===== config.mk =====
export PLATFORM = sky130hd
export DESIGN_NAME = ws2812_rx_apb
export DESIGN_NICKNAME = d
export VERILOG_FILES = /design/src/rtl/ws2812_rx_apb.sv
export SDC_FILE = /design/constraint.sdc
export NUM_CORES = 1
export LEC_CHECK = 0
export CAP_MARGIN = 20
export CORE_ASPECT_RATIO = 0.5
export CORE_MARGIN = 8
export CORE_UTILIZATION = 43
export CTS_BUF_LIST = sky130_fd_sc_hd__clkbuf_4
export CTS_CLUSTER_SIZE = 20
export DETAILED_ROUTE_END_ITERATION = 16
export GPL_TIMING_DRIVEN = 0
export PLACE_DENSITY_LB_ADDON = 0.1
export REMOVE_ABC_BUFFERS = 1
export SKIP_CTS_REPAIR_TIMING = 1
export SYNTH_ARGS = -nofsm -noshare
export SYNTH_HDL_FRONTEND = slang
export SYNTH_SLANG_ARGS = --single-unit
export TNS_END_PERCENT = 5

===== constraint.sdc =====
create_clock -name PCLK -period 14.1 [get_ports PCLK]
set_input_delay 4.23 -clock PCLK [delete_from_list [all_inputs] [get_ports PCLK]]
set_output_delay 4.23 -clock PCLK [all_outputs]
set_load 0.02 [all_outputs]

===== src/rtl/ws2812_rx_apb.sv =====
`timescale 1ns/1ps
// Purpose: decodes a single-wire pulse-width-coded serial stream (WS2812 style) into 24-bit words,
//          buffers them in a FIFO and exposes DATA/STATUS/CTRL to an APB3 slave port, with a level IRQ.
// Latency: a word enters the FIFO 1 clock after its 24th falling edge, measured after the 2-flop DIN synchronizer.
// Backpressure: APB never stalls (PREADY=1); a word arriving at a full FIFO is dropped and OVF is flagged.
// Ports: PCLK/PRESERN clock and async active-low reset; PSEL/PENABLE/PWRITE/PADDR/PWDATA/PRDATA/PREADY/PSLVERR APB3;
//        DIN async serial input; IRQ high while the FIFO holds data and CTRL.irq_en is set.
module ws2812_rx_apb #(
    parameter int T_BIT_THRESH = 61,
    parameter int T_MIN_HIGH   = 10,
    parameter int T_MAX_HIGH   = 110,
    parameter int T_RESET_LOW  = 5000,
    parameter int FIFO_DEPTH   = 8
) (
    input  logic        PCLK,
    input  logic        PRESERN,
    input  logic        PSEL,
    input  logic        PENABLE,
    input  logic        PWRITE,
    input  logic [31:0] PADDR,
    input  logic [31:0] PWDATA,
    output logic [31:0] PRDATA,
    output logic        PREADY,
    output logic        PSLVERR,
    input  logic        DIN,
    output logic        IRQ
);

    typedef enum logic [1:0] {
        WAIT_RST = 2'd0,
        LOW      = 2'd1,
        HIGH     = 2'd2
    } state_t;

    localparam int LW = $clog2(T_RESET_LOW + 1);
    localparam int HW = $clog2(T_MAX_HIGH + 2);
    localparam int AW = $clog2(FIFO_DEPTH);
    localparam int CW = AW + 1;

    localparam logic [LW-1:0] LOW_END = LW'(T_RESET_LOW);
    localparam logic [HW-1:0] H_MIN   = HW'(T_MIN_HIGH);
    localparam logic [HW-1:0] H_ONE   = HW'(T_BIT_THRESH);
    localparam logic [HW-1:0] H_MAX   = HW'(T_MAX_HIGH);
    localparam logic [CW-1:0] DEPTH   = CW'(FIFO_DEPTH);

    logic          din_meta;
    logic          din_sync;
    state_t        state_q;
    state_t        state_d;
    logic [LW-1:0] low_q;
    logic [LW-1:0] low_d;
    logic [HW-1:0] high_q;
    logic [HW-1:0] high_d;
    logic          bit_vld;
    logic          bit_val;
    logic          eof;
    logic          err_evt;
    logic [4:0]    bit_cnt;
    logic [23:0]   shreg;
    logic          push_pend;

    logic [23:0]   mem [FIFO_DEPTH];
    logic [CW-1:0] wptr;
    logic [CW-1:0] rptr;
    logic [CW-1:0] fifo_cnt;
    logic [31:0]   cnt_ext;
    logic [3:0]    cnt_disp;
    logic          empty;
    logic          full;
    logic          pop;
    logic          do_push;
    logic          ovf_set;

    logic          ctrl_en;
    logic          irq_en;
    logic          st_ovf;
    logic          st_err;
    logic          st_frame;
    logic          st_partial;
    logic [1:0]    addr;
    logic          apb_wr;
    logic          apb_rd;
    logic          wr_status;
    logic          flush;
    logic [31:0]   status;
    logic          unused;

    assign unused = ^{PADDR[31:4], PADDR[1:0], PWDATA[31:12], PWDATA[7:3]};

    // DIN synchronizer
    always_ff @(posedge PCLK or negedge PRESERN) begin
        if (!PRESERN) begin
            din_meta <= 1'b0;
            din_sync <= 1'b0;
        end else begin
            din_meta <= DIN;
            din_sync <= din_meta;
        end
    end

    // APB decode
    assign addr      = PADDR[3:2];
    assign apb_wr    = PSEL & PENABLE & PWRITE;
    assign apb_rd    = PSEL & PENABLE & ~PWRITE;
    assign wr_status = apb_wr && (addr == 2'd1);
    assign flush     = apb_wr && (addr == 2'd2) && PWDATA[2];
    assign pop       = apb_rd && (addr == 2'd0) && !empty;

    // Pulse FSM: next state, counters and per-cycle events.
    // Entering LOW from WAIT_RST keeps the low counter parked at LOW_END so an idle
    // line only produces an end-of-frame after at least one pulse has been seen.
    always_comb begin
        state_d = state_q;
        low_d   = low_q;
        high_d  = high_q;
        bit_vld = 1'b0;
        bit_val = 1'b0;
        eof     = 1'b0;
        err_evt = 1'b0;
        case (state_q)
            WAIT_RST: begin
                if (din_sync) begin
                    low_d = '0;
                end else if (low_q >= LOW_END - 1'b1) begin
                    low_d   = LOW_END;
                    state_d = LOW;
                end else begin
                    low_d = low_q + 1'b1;
                end
            end
            LOW: begin
                if (din_sync) begin
                    state_d = HIGH;
                    high_d  = HW'(1);
                    low_d   = '0;
                end else if (low_q != LOW_END) begin
                    low_d = low_q + 1'b1;
                    eof   = (low_q == LOW_END - 1'b1);
                end
            end
            HIGH: begin
                if (!din_sync) begin
                    state_d = LOW;
                    low_d   = LW'(1);
                    high_d  = '0;
                    bit_vld = (high_q >= H_MIN);
                    bit_val = (high_q >= H_ONE);
                end else if (high_q >= H_MAX) begin
                    // this cycle would be high clock T_MAX_HIGH+1
                    state_d = WAIT_RST;
                    low_d   = '0;
                    high_d  = '0;
                    err_evt = 1'b1;
                end else begin
                    high_d = high_q + 1'b1;
                end
            end
            default: begin
                state_d = WAIT_RST;
                low_d   = '0;
                high_d  = '0;
            end
        endcase
        if (!ctrl_en || flush) begin
            state_d = WAIT_RST;
            low_d   = '0;
            high_d  = '0;
            bit_vld = 1'b0;
            eof     = 1'b0;
            err_evt = 1'b0;
        end
    end

    always_ff @(posedge PCLK or negedge PRESERN) begin
        if (!PRESERN) begin
            state_q   <= WAIT_RST;
            low_q     <= '0;
            high_q    <= '0;
            bit_cnt   <= '0;
            shreg     <= '0;
            push_pend <= 1'b0;
        end else begin
            state_q   <= state_d;
            low_q     <= low_d;
            high_q    <= high_d;
            push_pend <= 1'b0;
            if (flush || !ctrl_en || err_evt || eof) begin
                bit_cnt <= '0;
            end else if (bit_vld) begin
                shreg <= {shreg[22:0], bit_val};
                if (bit_cnt == 5'd23) begin
                    bit_cnt   <= '0;
                    push_pend <= 1'b1;
                end else begin
                    bit_cnt <= bit_cnt + 1'b1;
                end
            end
        end
    end

    // FIFO; a pop frees the slot a same-cycle push into a full FIFO needs
    assign fifo_cnt = wptr - rptr;
    assign empty    = (fifo_cnt == '0);
    assign full     = (fifo_cnt == DEPTH);
    assign do_push  = push_pend && (!full || pop) && !flush;
    assign ovf_set  = push_pend && full && !pop && !flush;

    always_ff @(posedge PCLK or negedge PRESERN) begin
        if (!PRESERN) begin
            wptr <= '0;
            rptr <= '0;
        end else if (flush) begin
            wptr <= '0;
            rptr <= '0;
        end else begin
            if (do_push) wptr <= wptr + 1'b1;
            if (pop)     rptr <= rptr + 1'b1;
        end
    end

    always_ff @(posedge PCLK) begin
        if (do_push) mem[wptr[AW-1:0]] <= shreg;
    end

    // Control and sticky status; a set event beats a same-cycle W1C
    always_ff @(posedge PCLK or negedge PRESERN) begin
        if (!PRESERN) begin
            ctrl_en    <= 1'b0;
            irq_en     <= 1'b0;
            st_ovf     <= 1'b0;
            st_err     <= 1'b0;
            st_frame   <= 1'b0;
            st_partial <= 1'b0;
        end else begin
            if (apb_wr && (addr == 2'd2)) begin
                ctrl_en <= PWDATA[0];
                irq_en  <= PWDATA[1];
            end
            st_ovf     <= ovf_set | (st_ovf & ~(wr_status & PWDATA[8]));
            st_err     <= err_evt | (st_err & ~(wr_status & PWDATA[9]));
            st_frame   <= eof | (st_frame & ~(wr_status & PWDATA[10]));
            st_partial <= (eof && (bit_cnt != '0)) | (st_partial & ~(wr_status & PWDATA[11]));
        end
    end

    assign cnt_ext  = 32'(fifo_cnt);
    assign cnt_disp = (cnt_ext > 32'd15) ? 4'hF : cnt_ext[3:0];
    assign status   = {20'd0, st_partial, st_frame, st_err, st_ovf, 2'b00, full, empty, cnt_disp};

    always_comb begin
        PRDATA = '0;
        if (PSEL) begin
            case (addr)
                2'd0:    PRDATA = empty ? 32'd0 : {8'h00, mem[rptr[AW-1:0]]};
                2'd1:    PRDATA = status;
                2'd2:    PRDATA = {30'd0, irq_en, ctrl_en};
                default: PRDATA = '0;
            endcase
        end
    end

    assign IRQ     = !empty && irq_en;
    assign PREADY  = 1'b1;
    assign PSLVERR = 1'b0;

endmodule


==> impl_results.md, run 1 <==
- Netlist cell types: 68
- Worst-Skew Late Latency: 0.71 ns
- Post-Syn Instances: 736
- Ys flop type: edfxtp_1
- DP Worst Slack: 3.034 ns
- Slew headroom: 0.3368
- Part of the cycle the worst path needs: 0.7819
- Synthesized-area fraction occupied by adder cells: 0.02050
- Async S/R FF share, synth: 0.2615
- Crit path top cell by count: clkdlybuf4s50_1
- Worst-path clk slew: 0.07 ns
- CTS tree: done
- Most common cell after layout, fill and taps aside: edfxtp_1
- RSZ-0062 raised after global routing: false
- Fillers: 2316
- Nets: 897
- Post-synth top area share: 0.5080
- Hold Fails Final Rpt: 0
- Total wire length: 25230 µm
- Status: finished clean
- Post-synth EDFFs: 192
- Rows: 42
- Endpoint class of the critical path: primary output
- Minimum clock period: 11.02 ns
- Largest net degree at the start of global routing: 46
- Worst path slowest cell: clkdlybuf4s50_1
- DR pass1 iterations: 5
- Dpl cells: 1101
- TritonCTS Buffers: 58
- Drt drc: 0
- Synth Area in Compound Gates: 0.06747
- Simple-Gate Fraction of Synth Area: 0.08654
- Port buffer count: 39
- Combinational family with the most area after synthesis: multiplexers
- Post-synthesis mux area share: 0.1360
- Antenna-violating nets left: 0
- Final std cells w/o fill: 1212
- Layout Utilization: 0.4951
- Synth Area in XOR/XNOR: 0.002315
- Initial DRC Count: 345
- Setup_tns: 0 ns
- Most frequent cells in the layout: edfxtp_1, clkbuf_4, nand2_1
- Max-Cap Viols: 0
- Initial core utilization: 0.4337
- Layout cell share with drive strength beyond 1: 0.2436
- Slew Viols, Final: 0
- Tot Pwr: 1.714 mW
- Post-synthesis sequential area ratio: 0.6579
- Final setup fails: 0
- Num Clock Sinks: 260
- Setup CP Type: primary input to primary output
- Worst EP arrival: 6.79 ns
- Worst slew pin tran: 0.9948 ns
- Max clock buf depth: 3
- Vias: 6521
- Overflow after GRT: 0
- Hold Path Class: flop to flop
- Crit path cell chain: clkdlybuf4s50_1 > nand2b_1 > or3_1 > buf_16 > o21ai_0 > clkdlybuf4s50_1
- Chip width: 245.8 µm
- Top Ports: 105
- Vias/cell: 5.380
- Chip Height: 130.9 µm
- Synth area leaders: edfxtp_1, dfrtp_1, mux4_2
- GR Util All Layers: 0.1586
- Synthesized area: 0.01135 mm²
- Setup crit start kind: primary input
- Core footprint: 0.02617 mm²
- Syn_area_per_cell: 15.42 µm²
- Required time of the critical path: 9.87 ns
- PwrDens: 132.3 mW/mm²
- Setup ws final: 3.075 ns
- VDD IR max: 0.00004851 V
- Initial antenna violation count: 1
- CTS Root Cell: clkbuf_4
- Leak Pwr: 5.046 nW
- DP HPWL: 14800 µm
- Seq cells post-synth: 260
- Synth area leader: edfxtp_1
- Largest stage delay on the critical path: 0.65 ns
- Placer Congestion: 0.7809
- Synthesis warning total: 0
- Routed length per instance: 20.82 µm
- Worst Skew: 0.04435 ns
- First-pass GRT wire length: 38670 µm
- Htree depth: 2
- CP max FO: 13
- Flop2flop setup slack: 9.19 ns
- Area delta synth->final: 14.16%
- Fmax: 90.71 MHz
- Via count of the first global-routing pass: 6696
- Die area: 0.03217 mm²
==> per-layer routing <==
metal,wire [µm],track usage
met1,11760,0.2096
met2,11940,0.2620
met3,1259,0.03774
met4,272,0.04508
met5,0,0
==> synthesized netlist by cell type (3+ instances only) <==
cell / instances
a21oi_1: 33
dfrtp_1: 68
nor2b_1: 6
nand3b_1: 4
and3_1: 10
mux2_2: 26
o211ai_1: 3
buf_4: 11
a22o_1: 8
a211oi_1: 3
o31ai_1: 7
o22a_1: 5
nor2_1: 24
nor3b_1: 6
buf_1: 3
nor3_1: 10
mux2i_1: 17
buf_6: 4
ha_1: 17
nand2b_1: 4
nand3_1: 15
and2_1: 4
a31oi_1: 3
clkbuf_1: 20
mux4_2: 48
or3_1: 4
o2bb2ai_1: 3
o21ai_0: 20
nand2_1: 69
edfxtp_1: 192
buf_2: 7
inv_1: 19
a21o_1: 5
nand4_1: 9
==> per-stage QoR <==
step | hold WS [ns] | area (µm²)
floorplan | 0.3312 | 11130
global placement | 0.3357 | 11960
detailed placement | 0.3372 | 12150
CTS | 0.3576 | 12950
global route | 0.3719 | 12960
finish | 0.3559 | 12960
==> logic make-up after synthesis <==
| kind of cell | count (synthesis) |
|---|---|
| flops | 260 |
| fa+ha+maj | 18 |
| buf+inv | 65 |
| xor+xnor | 3 |
| mux | 91 |
| other cells | 2 |
| compound gates | 111 |
| simple gates | 186 |
==> critical path, delay by kind of cell <==
family	cells	cell delay, ns
buffers and inverters	3	1.47
AO/OA/AOI/OAI	1	0.24
AND/OR/NAND/NOR	2	0.84
==> flip-flops by register name (all words and copies together), names as in the netlist <==
signal      flops
st_err          1
din_meta        1
bit_cnt         5
din_sync        1
ctrl_en         1
st_ovf          1
high_q          7
mem           192
shreg          24
wptr            4
rptr            4
low_q          13
st_frame        1
push_pend       1
state_q         2
st_partial      1
irq_en          1
==> where the power goes <==
| part | total [mW] | internal [mW] | switching [mW] |
|---|---|---|---|
| logic | 0.248 | 0.122 | 0.126 |
| clock network | 0.618 | 0.321 | 0.297 |
| registers | 0.849 | 0.819 | 0.0297 |
==> path summary, 6_finish.rpt <==
check / startpoint / endpoint / depth (start not counted)
min in group asynchronous: PRESERN / shreg[23] / 1
max in group asynchronous: PRESERN / ctrl_en / 2
setup reg to reg: rptr[2] / mem[3][20] / 9
hold reg to reg: din_meta / din_sync / 0
setup / recovery: PADDR[3] / PRDATA[8] / 6
hold / removal: din_meta / din_sync / 0
==> cell type report <==
cell class / instances / area, µm² / area share
clock inverters: 15 / 92.59 / 0.007146
repair buffers: 50 / 558.0 / 0.04307
flip-flops and latches: 260 / 7472 / 0.5767
inverters: 20 / 75.07 / 0.005794
multi-input cells: 419 / 3607 / 0.2784
well taps: 352 / 440.4 / 0.03399
clock buffers: 94 / 705.7 / 0.05447
diodes: 2 / 5.005 / 0.0003863
(Power assumes the default switching activity.)
==> run 2: changes to the inputs <==
==> constraint.sdc (replaced) <==
create_clock -name PCLK -period 11.1 [get_ports PCLK]
set_input_delay 3.33 -clock PCLK [delete_from_list [all_inputs] [get_ports PCLK]]
set_output_delay 3.33 -clock PCLK [all_outputs]
set_load 0.02 [all_outputs]
==> results of run 2 <==
The final DEF is identical to that of run 1. Status: finished clean.
Among the figures that moved: setup slack after placement 3.034 ns -> 1.834 ns; setup slack after layout 3.075 ns -> 1.875 ns; register-to-register setup slack 9.19 ns -> 6.19 ns; total power 1.714 mW -> 2.178 mW; worst IR drop on VDD 0.00004851 V -> 0.00006162 V
